File: src/rtl/maj_pkg.sv
// Shared definitions for the bit-serial majority adder.
//   state_t : control FSM states (IDLE, ADD, DONE)
//   maj3    : three-input majority, the only gate used by the adder cell
package maj_pkg;

    typedef enum logic [1:0] {
        IDLE = 2'd0,
        ADD  = 2'd1,
        DONE = 2'd2
    } state_t;

    function automatic logic maj3(input logic x, input logic y, input logic z);
        return (x & y) | (x & z) | (y & z);
    endfunction

endpackage

File: src/rtl/maj3_full_adder.sv
// One-bit full adder built only from three-input majority terms and inverters.
// Ports:
//   x, y : operand bits
//   c    : carry in
//   s    : sum bit
//   co   : carry out
module maj3_full_adder
    import maj_pkg::*;
(
    input  logic x,
    input  logic y,
    input  logic c,
    output logic s,
    output logic co
);

    // The sum is a majority of three majorities. Each inner term inverts
    // exactly one input, so the outer vote reproduces x ^ y ^ c.
    assign co = maj3(x, y, c);
    assign s  = maj3(maj3(~x, y, c), maj3(x, y, ~c), maj3(x, ~y, c));

endmodule

File: src/rtl/maj_serial_adder.sv
// Bit-serial LSB-first adder that uses a single majority full-adder cell.
// It accepts WIDTH-bit operands through a valid/ready handshake, then spends
// WIDTH cycles on the add, one bit per cycle. It presents sum/cout until the
// consumer accepts them.
// Ports:
//   clk, rst            : clock, synchronous active-high reset
//   in_valid, in_ready  : operand handshake (a, b, cin)
//   out_valid, out_ready: result handshake (sum, cout)
//   sum, cout           : registered result, held until the next result lands
module maj_serial_adder
    import maj_pkg::*;
#(
    parameter int WIDTH = 4
) (
    input  logic             clk,
    input  logic             rst,
    input  logic             in_valid,
    output logic             in_ready,
    input  logic [WIDTH-1:0] a,
    input  logic [WIDTH-1:0] b,
    input  logic             cin,
    output logic             out_valid,
    input  logic             out_ready,
    output logic [WIDTH-1:0] sum,
    output logic             cout
);

    localparam int CNT_W = (WIDTH > 1) ? $clog2(WIDTH) : 1;

    state_t           state, state_next;
    logic [WIDTH-1:0] a_sr, b_sr, sum_sr, sum_shift, sum_q;
    logic             carry, cout_q, out_valid_q;
    logic [CNT_W-1:0] cnt;
    logic             last;
    logic             cell_s, cell_co;

    assign last = (cnt == CNT_W'(WIDTH - 1));

    maj3_full_adder u_fa (
        .x  (a_sr[0]),
        .y  (b_sr[0]),
        .c  (carry),
        .s  (cell_s),
        .co (cell_co)
    );

    // The new sum bit enters at the MSB. After WIDTH shifts, bit 0 has
    // reached position 0. The shift form also works when WIDTH == 1.
    assign sum_shift = (sum_sr >> 1) | (WIDTH'(cell_s) << (WIDTH - 1));

    always_ff @(posedge clk) begin
        if (rst) state <= IDLE;
        else     state <= state_next;
    end

    always_comb begin
        state_next = state;
        unique case (state)
            IDLE:    if (in_valid)  state_next = ADD;
            ADD:     if (last)      state_next = DONE;
            DONE:    if (out_ready) state_next = IDLE;
            default:                state_next = IDLE;
        endcase
    end

    always_ff @(posedge clk) begin
        if (rst) begin
            a_sr        <= '0;
            b_sr        <= '0;
            sum_sr      <= '0;
            carry       <= 1'b0;
            cnt         <= '0;
            sum_q       <= '0;
            cout_q      <= 1'b0;
            out_valid_q <= 1'b0;
        end else begin
            unique case (state)
                IDLE: begin
                    if (in_valid) begin
                        a_sr  <= a;
                        b_sr  <= b;
                        carry <= cin;
                        cnt   <= '0;
                    end
                end
                ADD: begin
                    a_sr   <= a_sr >> 1;
                    b_sr   <= b_sr >> 1;
                    sum_sr <= sum_shift;
                    carry  <= cell_co;
                    if (last) begin
                        // Load the output registers on the way into DONE so
                        // that they stay stable for the whole DONE state.
                        sum_q       <= sum_shift;
                        cout_q      <= cell_co;
                        out_valid_q <= 1'b1;
                    end else begin
                        cnt <= cnt + 1'b1;
                    end
                end
                DONE: begin
                    if (out_ready) out_valid_q <= 1'b0;
                end
                default: ;
            endcase
        end
    end

    // While rst is high, hold in_ready low so no operand looks accepted
    // in the reset cycle.
    assign in_ready  = (state == IDLE) && !rst;
    assign out_valid = out_valid_q;
    assign sum       = sum_q;
    assign cout      = cout_q;

endmodule

File: config.mk
export PLATFORM = sky130hd
export DESIGN_NAME = maj_serial_adder
export DESIGN_NICKNAME = d
export VERILOG_FILES = /design/src/rtl/maj_pkg.sv /design/src/rtl/maj3_full_adder.sv /design/src/rtl/maj_serial_adder.sv
export SDC_FILE = /design/constraint.sdc
export NUM_CORES = 1
export LEC_CHECK = 0
export ABC_CLOCK_PERIOD_IN_PS = 3300
export BUFFER_PORTS_ARGS = -buffer_cell sky130_fd_sc_hd__buf_2
export CAP_MARGIN = 20
export CORE_ASPECT_RATIO = 0.8
export CORE_MARGIN = 10
export CORE_UTILIZATION = 56
export DETAILED_ROUTE_END_ITERATION = 6
export PLACE_DENSITY = 0.89
export RECOVER_POWER = 100
export SLEW_MARGIN = 20
export SYNTH_ARGS = -nofsm -noshare
export SYNTH_HDL_FRONTEND = slang
export SYNTH_SLANG_ARGS = --single-unit
File: constraint.sdc
create_clock -name clk -period 3.3 [get_ports clk]
set_input_delay 0.33 -clock clk [delete_from_list [all_inputs] [get_ports clk]]
set_output_delay 0.33 -clock clk [all_outputs]
set_load 0.02 [all_outputs]
==> summary.md, run 1 <==
| Metric | Value |
|---|---|
| Final Max Slew Viols | `0` |
| Total grt overflow | `0` |
| Mapped Area | `1000 µm²` |
| CTS root buf | `clkbuf_4` |
| Max Freq | `602 MHz` |
| Via count | `774` |
| Nets | `136` |
| Clock power share | `0.372` |
| Unrepaired setup endpoints after global routing | `false` |
| DP Wirelength | `1.43 mm` |
| Register area | `440 µm²` |
| Drt first-iter violations | `33` |
| R2r setup slk | `1.64 ns` |
| Port bufs | `19` |
| Skew-Pair Late Insertion Delay | `0.31 ns` |
| Final setup TNS | `0 ns` |
| Highest routed layer | `met4` |
| Antenna diode count | `0` |
| Crit end category | `register` |
| Post_cts resized | `0` |
| Gr usage total | `0.109` |
| Worst r2r dst | `b_sr[2]$_SDFFE_PP0P_` |
| Remaining DRCs | `0` |
| Yosys warnings | `0` |
| Post-CTS Setup Inserts | `0` |
| Hold Path Depth | `3` |
| Setup violators final | `0` |
| Synth Area per Inst | `9.61 µm²` |
| Hold_buf cts | `0` |
| Largest net degree at the start of global routing | `24` |
| Power share of the sequential group | `0.523` |
| H-tree Lvls | `1` |
| Psw | `124 µW` |
| Placed Area | `1080 µm²` |
| Worst relative slew slack | `0.640` |
| Post-layout minimum cycle time | `1.66 ns` |
| Hold Crit Start | `out_ready` |
| Core area | `1660 µm²` |
| Leak | `0.503 nW` |
| Combinational Power Share | `0.105` |
| Clk buf depth | `2` |
| Vias in the first global route | `790` |
| CTS sink count | `22` |
| GP Congestion | `0.712` |
| First-pass GRT wire length | `3.46 mm` |
| Launch point of the critical path | `state[1]$_SDFFE_PP0P_` |
| Yosys reg bits | `22` |
| Clk slew on worst S/H paths | `0.13 ns` |
| Die area | `3890 µm²` |
| ANT nets after route | `0` |
| Syn Nets | `118` |
| Routed WL per cell | `13.6 µm` |
| Critical Path AT | `1.88 ns` |
| Crit start category | `register` |
| Seq/Total Area, Yosys | `0.441` |
| TritonRoute pass-1 iters | `4` |
| CP Capture Point | `b_sr[2]$_SDFFE_PP0P_` |
| Design area | `1120 µm²` |
| VDD IR-drop max | `0.329 mV` |
| Die W | `67.2 µm` |
| Initial Utilization | `0.603` |
| Metal3 WL | `120 µm` |
| Placed Instances | `139` |
| Die height | `57.8 µm` |
| CP Class | `register to register` |
| CP max FO | `16` |
| Clock Skew | `0.00555 ns` |
| Layout cell share with drive strength beyond 1 | `0.140` |
| WP data required | `3.52 ns` |
| Met2 WL post-DR | `948 µm` |
| Final cycle utilization of the critical path | `0.504` |
| Mapped Cells | `104` |
| Via density | `5.41` |
| Met1 WL | `857 µm` |
| FF-to-FF Start | `state[1]$_SDFFE_PP0P_` |
| Max-cap violation count | `0` |
| Internal | `431 µW` |
| PD cells | `495 nW/µm²` |
| Row count | `13` |
| WL final | `1.94 mm` |
| CTS tree | `built` |
| Worst hold path type | `input pin to register` |
| Switch share | `0.224` |
| Status | `completed` |
| Total CTS buffers | `3` |
| Worst Reg-to-Reg Cells | `3` |
| Boundary Pins | `20` |
| Post-Layout Cell Count | `143` |
| Yosys cell types | `27` |
| Final Hold Violating Endpoints | `0` |
| Layout fillers | `140` |
| Initial antenna violation count | `0` |
| Syn-to-layout area delta | `12.3%` |
| Slew @ Worst Pin | `0.540 ns` |
| Area of the multi-input gates | `512 µm²` |
cells in the final DEF, fill, tap and decap left out, types with 2 or more instances in the layout:
master,count
dfxtp_1,22
mux2i_1,15
nor2_1,14
buf_2,12
a21oi_1,8
clkbuf_1,7
nand2_1,6
a211oi_1,6
nand2b_1,4
nor3_1,3
o21ai_0,3
nand3b_1,3
clkbuf_4,3
a21o_1,2
worst max-delay path, stage by stage (launching register included):
cell	delay (ns)
dfxtp_1	0.60
nand2b_1	0.51
mux2i_1	0.15
a211oi_1	0.30
registers in the layout (all words and copies together), names as in the netlist:
signal and count:
out_valid 1, cout 1, b_sr 4, a_sr 4, cnt 2, sum 4, state 2, carry 1
sum_sr 3
kinds of logic (layout without fill, tap and decap cells):
family | after synthesis | in the layout | synth area share
simple gates | 36 | 36 | 0.189
flops | 22 | 22 | 0.441
compound gates | 21 | 21 | 0.133
mux | 15 | 15 | 0.150
buf+inv | 7 | 24 | 0.0413
fa+ha+maj | 2 | 2 | 0.0225
xor+xnor | 1 | 1 | 0.0238
stage by stage:
step	total power, mW	hold slack (ns)	util	setup WS, ns
3_3_place_gp	0.352	0.444	0.654	1.94
3_5_place_dp	0.355	0.468	0.654	1.83
4_1_cts	0.560	0.289	0.686	1.76
2_1_floorplan	0.340	0.403	-	1.97
6_report	0.555	0.298	0.676	1.64
5_1_grt	0.578	0.314	0.676	1.50
synth_stat cells, drive strengths merged:
library cell,n,share of area
a21o,2,0.015
nand2,6,0.023
ha,1,0.013
nor3,3,0.015
nor2b,1,0.0063
a211oi,6,0.045
nand3b,3,0.026
o21bai,1,0.0075
or3b,1,0.0088
dfxtp,22,0.44
nor2,14,0.053
mux2i,15,0.15
a21oi,8,0.040
clkbuf,2,0.0075
inv,1,0.0038
buf,4,0.030
nand2b,4,0.028
o21ba,1,0.010
nor4bb,1,0.010
nor3b,1,0.0075
xor3,1,0.024
and2,2,0.013
maj3,1,0.010
o21ai,3,0.015
cell type report:
class,instances,share of cell area
clock buffer,3,0.0201
clock inverter,1,0.0268
inverter,1,0.00334
multi-input combinational,75,0.456
sequential,22,0.392
tap,22,0.0245
timing repair buffer,19,0.0769
power by group through the flow:
stage          Clock, mW  Sequential [mW]  Combinational [mW]
3_5_place_dp           0            0.297              0.0580
5_1_grt            0.220            0.293              0.0649
4_1_cts            0.210            0.291              0.0588
3_3_place_gp           0            0.296              0.0560
6_report           0.206            0.291              0.0580
2_1_floorplan          0            0.291              0.0489
worst min-delay path by stage:
stage | end
floorplan | a_sr[1]$_SDFFE_PP0P_
global placement | out_valid$_SDFFE_PP0P_
detailed placement | out_valid$_SDFFE_PP0P_
CTS | state[1]$_SDFFE_PP0P_
global route | state[1]$_SDFFE_PP0P_
finish | state[1]$_SDFFE_PP0P_
per-layer routing:
layer | global-route usage | up-vias
li1 | - | 398
met1 | 0.127 | 359
met2 | 0.182 | 15
met3 | 0.0480 | 2
met4 | 0.0205 | 0
met5 | 0 | -
No activity file was read; power rests on OpenSTA's default activity.
==> run 2, diff against run 1 <==
ABC_CLOCK_PERIOD_IN_PS = 1400   (was 3300)
CORE_UTILIZATION = 47   (was 56)
PLACE_DENSITY = 0.81   (was 0.89)
clock period = 1.4 ns   (was 3.3 ns; I/O delays follow)
==> summary.md, run 2 (synthesis results as in run 1) <==
| Metric | Value |
|---|---|
| Final core occ | `0.584` |
| First-pass GRT wire length | `3.28 mm` |
| Via density | `5.33` |
| Max Freq | `744 MHz` |
| Die W | `71.6 µm` |
| Skew-Pair Late Insertion Delay | `0.31 ns` |
| TritonRoute pass-1 iters | `4` |
| WL final | `1.97 mm` |
| CTS root buf | `clkbuf_4` |
| Slowest cell on crit path | `dfxtp_2` |
| Crit end category | `output port` |
| DP Wirelength | `1.51 mm` |
| CTS sink count | `22` |
| Initial Utilization | `0.514` |
| Place WS | `0.109 ns` |
| Post-Layout Cell Count | `147` |
| Total grt overflow | `0` |
| R2r setup slk | `0.09 ns` |
| Die area | `4380 µm²` |
| Clk buf depth | `2` |
| Status | `completed` |
| Slew @ Worst Pin | `0.405 ns` |
| Crit-path most repeated cell | `buf_4` |
| H-tree Lvls | `1` |
| Post-layout minimum cycle time | `1.34 ns` |
| Setup violators final | `0` |
| Max-cap violation count | `0` |
| Launch point of the critical path | `state[0]$_SDFFE_PP0P_` |
| Hold_buf cts | `0` |
| WP data required | `1.26 ns` |
| Nets | `138` |
| ANT nets after route | `0` |
| Largest net degree at the start of global routing | `24` |
| Drt first-iter violations | `47` |
| Antenna diode count | `0` |
| FF-to-FF Start | `cnt[0]$_SDFFE_PP0P_` |
| Final cycle utilization of the critical path | `0.960` |
| Worst Reg-to-Reg Cells | `4` |
| Leak | `0.513 nW` |
| Syn-to-layout area delta | `13.5%` |
| Worst path max stage delay | `0.37 ns` |
| Via count | `784` |
| CP Class | `register to output port` |
| Worst relative slew slack | `0.730` |
| Clock Skew | `0.00602 ns` |
| Port bufs | `19` |
| Initial antenna violation count | `0` |
| Min setup slack post-route | `0.0564 ns` |
| Placed Instances | `143` |
| Gr usage total | `0.0922` |
| Final setup TNS | `0 ns` |
| Hold Crit Start | `out_ready` |
| PD cells | `1040 nW/µm²` |
| Die height | `61.3 µm` |
| Core area | `1940 µm²` |
| CTS tree | `built` |
| Vias in the first global route | `736` |
| Critical Path AT | `1.20 ns` |
| Unrepaired setup endpoints after global routing | `true` |
| Worst r2r dst | `sum[3]$_SDFFE_PP0P_` |
| Worst hold path type | `input pin to register` |
| Commonest non-fill, non-tap cells in the layout | `dfxtp_1 (21), mux2i_1 (15), nor2_1 (14)` |
| Most common cell after layout, fill and taps aside | `dfxtp_1` |
| Routed WL per cell | `13.4 µm` |
| VDD IR-drop max | `0.931 mV` |
| Remaining DRCs | `0` |
| Clk slew on worst S/H paths | `0.12 ns` |
| CP max FO | `7` |
| Boundary Pins | `20` |
| Final Hold Violating Endpoints | `0` |
| Crit start category | `register` |
| Layout cell share with drive strength beyond 1 | `0.187` |
| Row count | `14` |
| GP Congestion | `0.712` |
| Total CTS buffers | `3` |
| Hold Path Depth | `4` |
| Final Max Slew Viols | `0` |
| CP Cell Sequence | `buf_4 > nor3_1 > buf_4` |
| Hold EP | `out_valid$_SDFFE_PP0P_` |
-- run 2: layer usage --
layer | part of all wire | GRT usage | wire length [µm]
met1 | 0.47 | 0.105 | 928
met2 | 0.47 | 0.153 | 930
met3 | 0.049 | 0.0434 | 96
met4 | 0.0066 | 0.0248 | 13
met5 | 0 | 0 | 0
-- run 2: worst max path at each step --
stage | endpoint | cells past startpoint
3_5_place_dp | sum[3]$_SDFFE_PP0P_ | 4
3_3_place_gp | sum[3]$_SDFFE_PP0P_ | 4
5_1_grt | in_ready | 3
4_1_cts | in_ready | 3
6_report | in_ready | 3
2_1_floorplan | in_ready | 2
-- run 2: through the flow --
stage	hold WS [ns]	power, mW	cell area [µm²]
after CTS	0.0893	1.19	1140
after global placement	0.427	0.833	1100
final	0.0969	1.17	1130
after global routing	0.131	1.23	1130
after floorplan	0.213	0.802	1000
after detailed placement	0.436	0.839	1100
-- run 2: repair_timing --
action                                  in CTS  in global routing
endpoints found under the setup margin       0                  5
resized for setup                            0                  3
setup buffers                                0                  0
-- run 2: critical path, delay by kind of cell, from the launching register on --
kind / cells / cell delay (ns)
buf+inv: 2 / 0.34
flops: 1 / 0.37
simple gates: 1 / 0.19
-- run 2: layout make-up --
type	count	area, µm²
inverter	1	3.75
fill	184	810
multi-input combinational	75	518
clock buffer	4	36.3
tap	24	30.0
timing repair buffer	21	105
sequential	22	442
-- run 2: where the power goes --
| group | switching (mW) | total, mW | internal, mW |
|---|---|---|---|
| sequential | 0.0249 | 0.681 | 0.656 |
| combinational | 0.0701 | 0.145 | 0.0750 |
| clock | 0.189 | 0.348 | 0.159 |
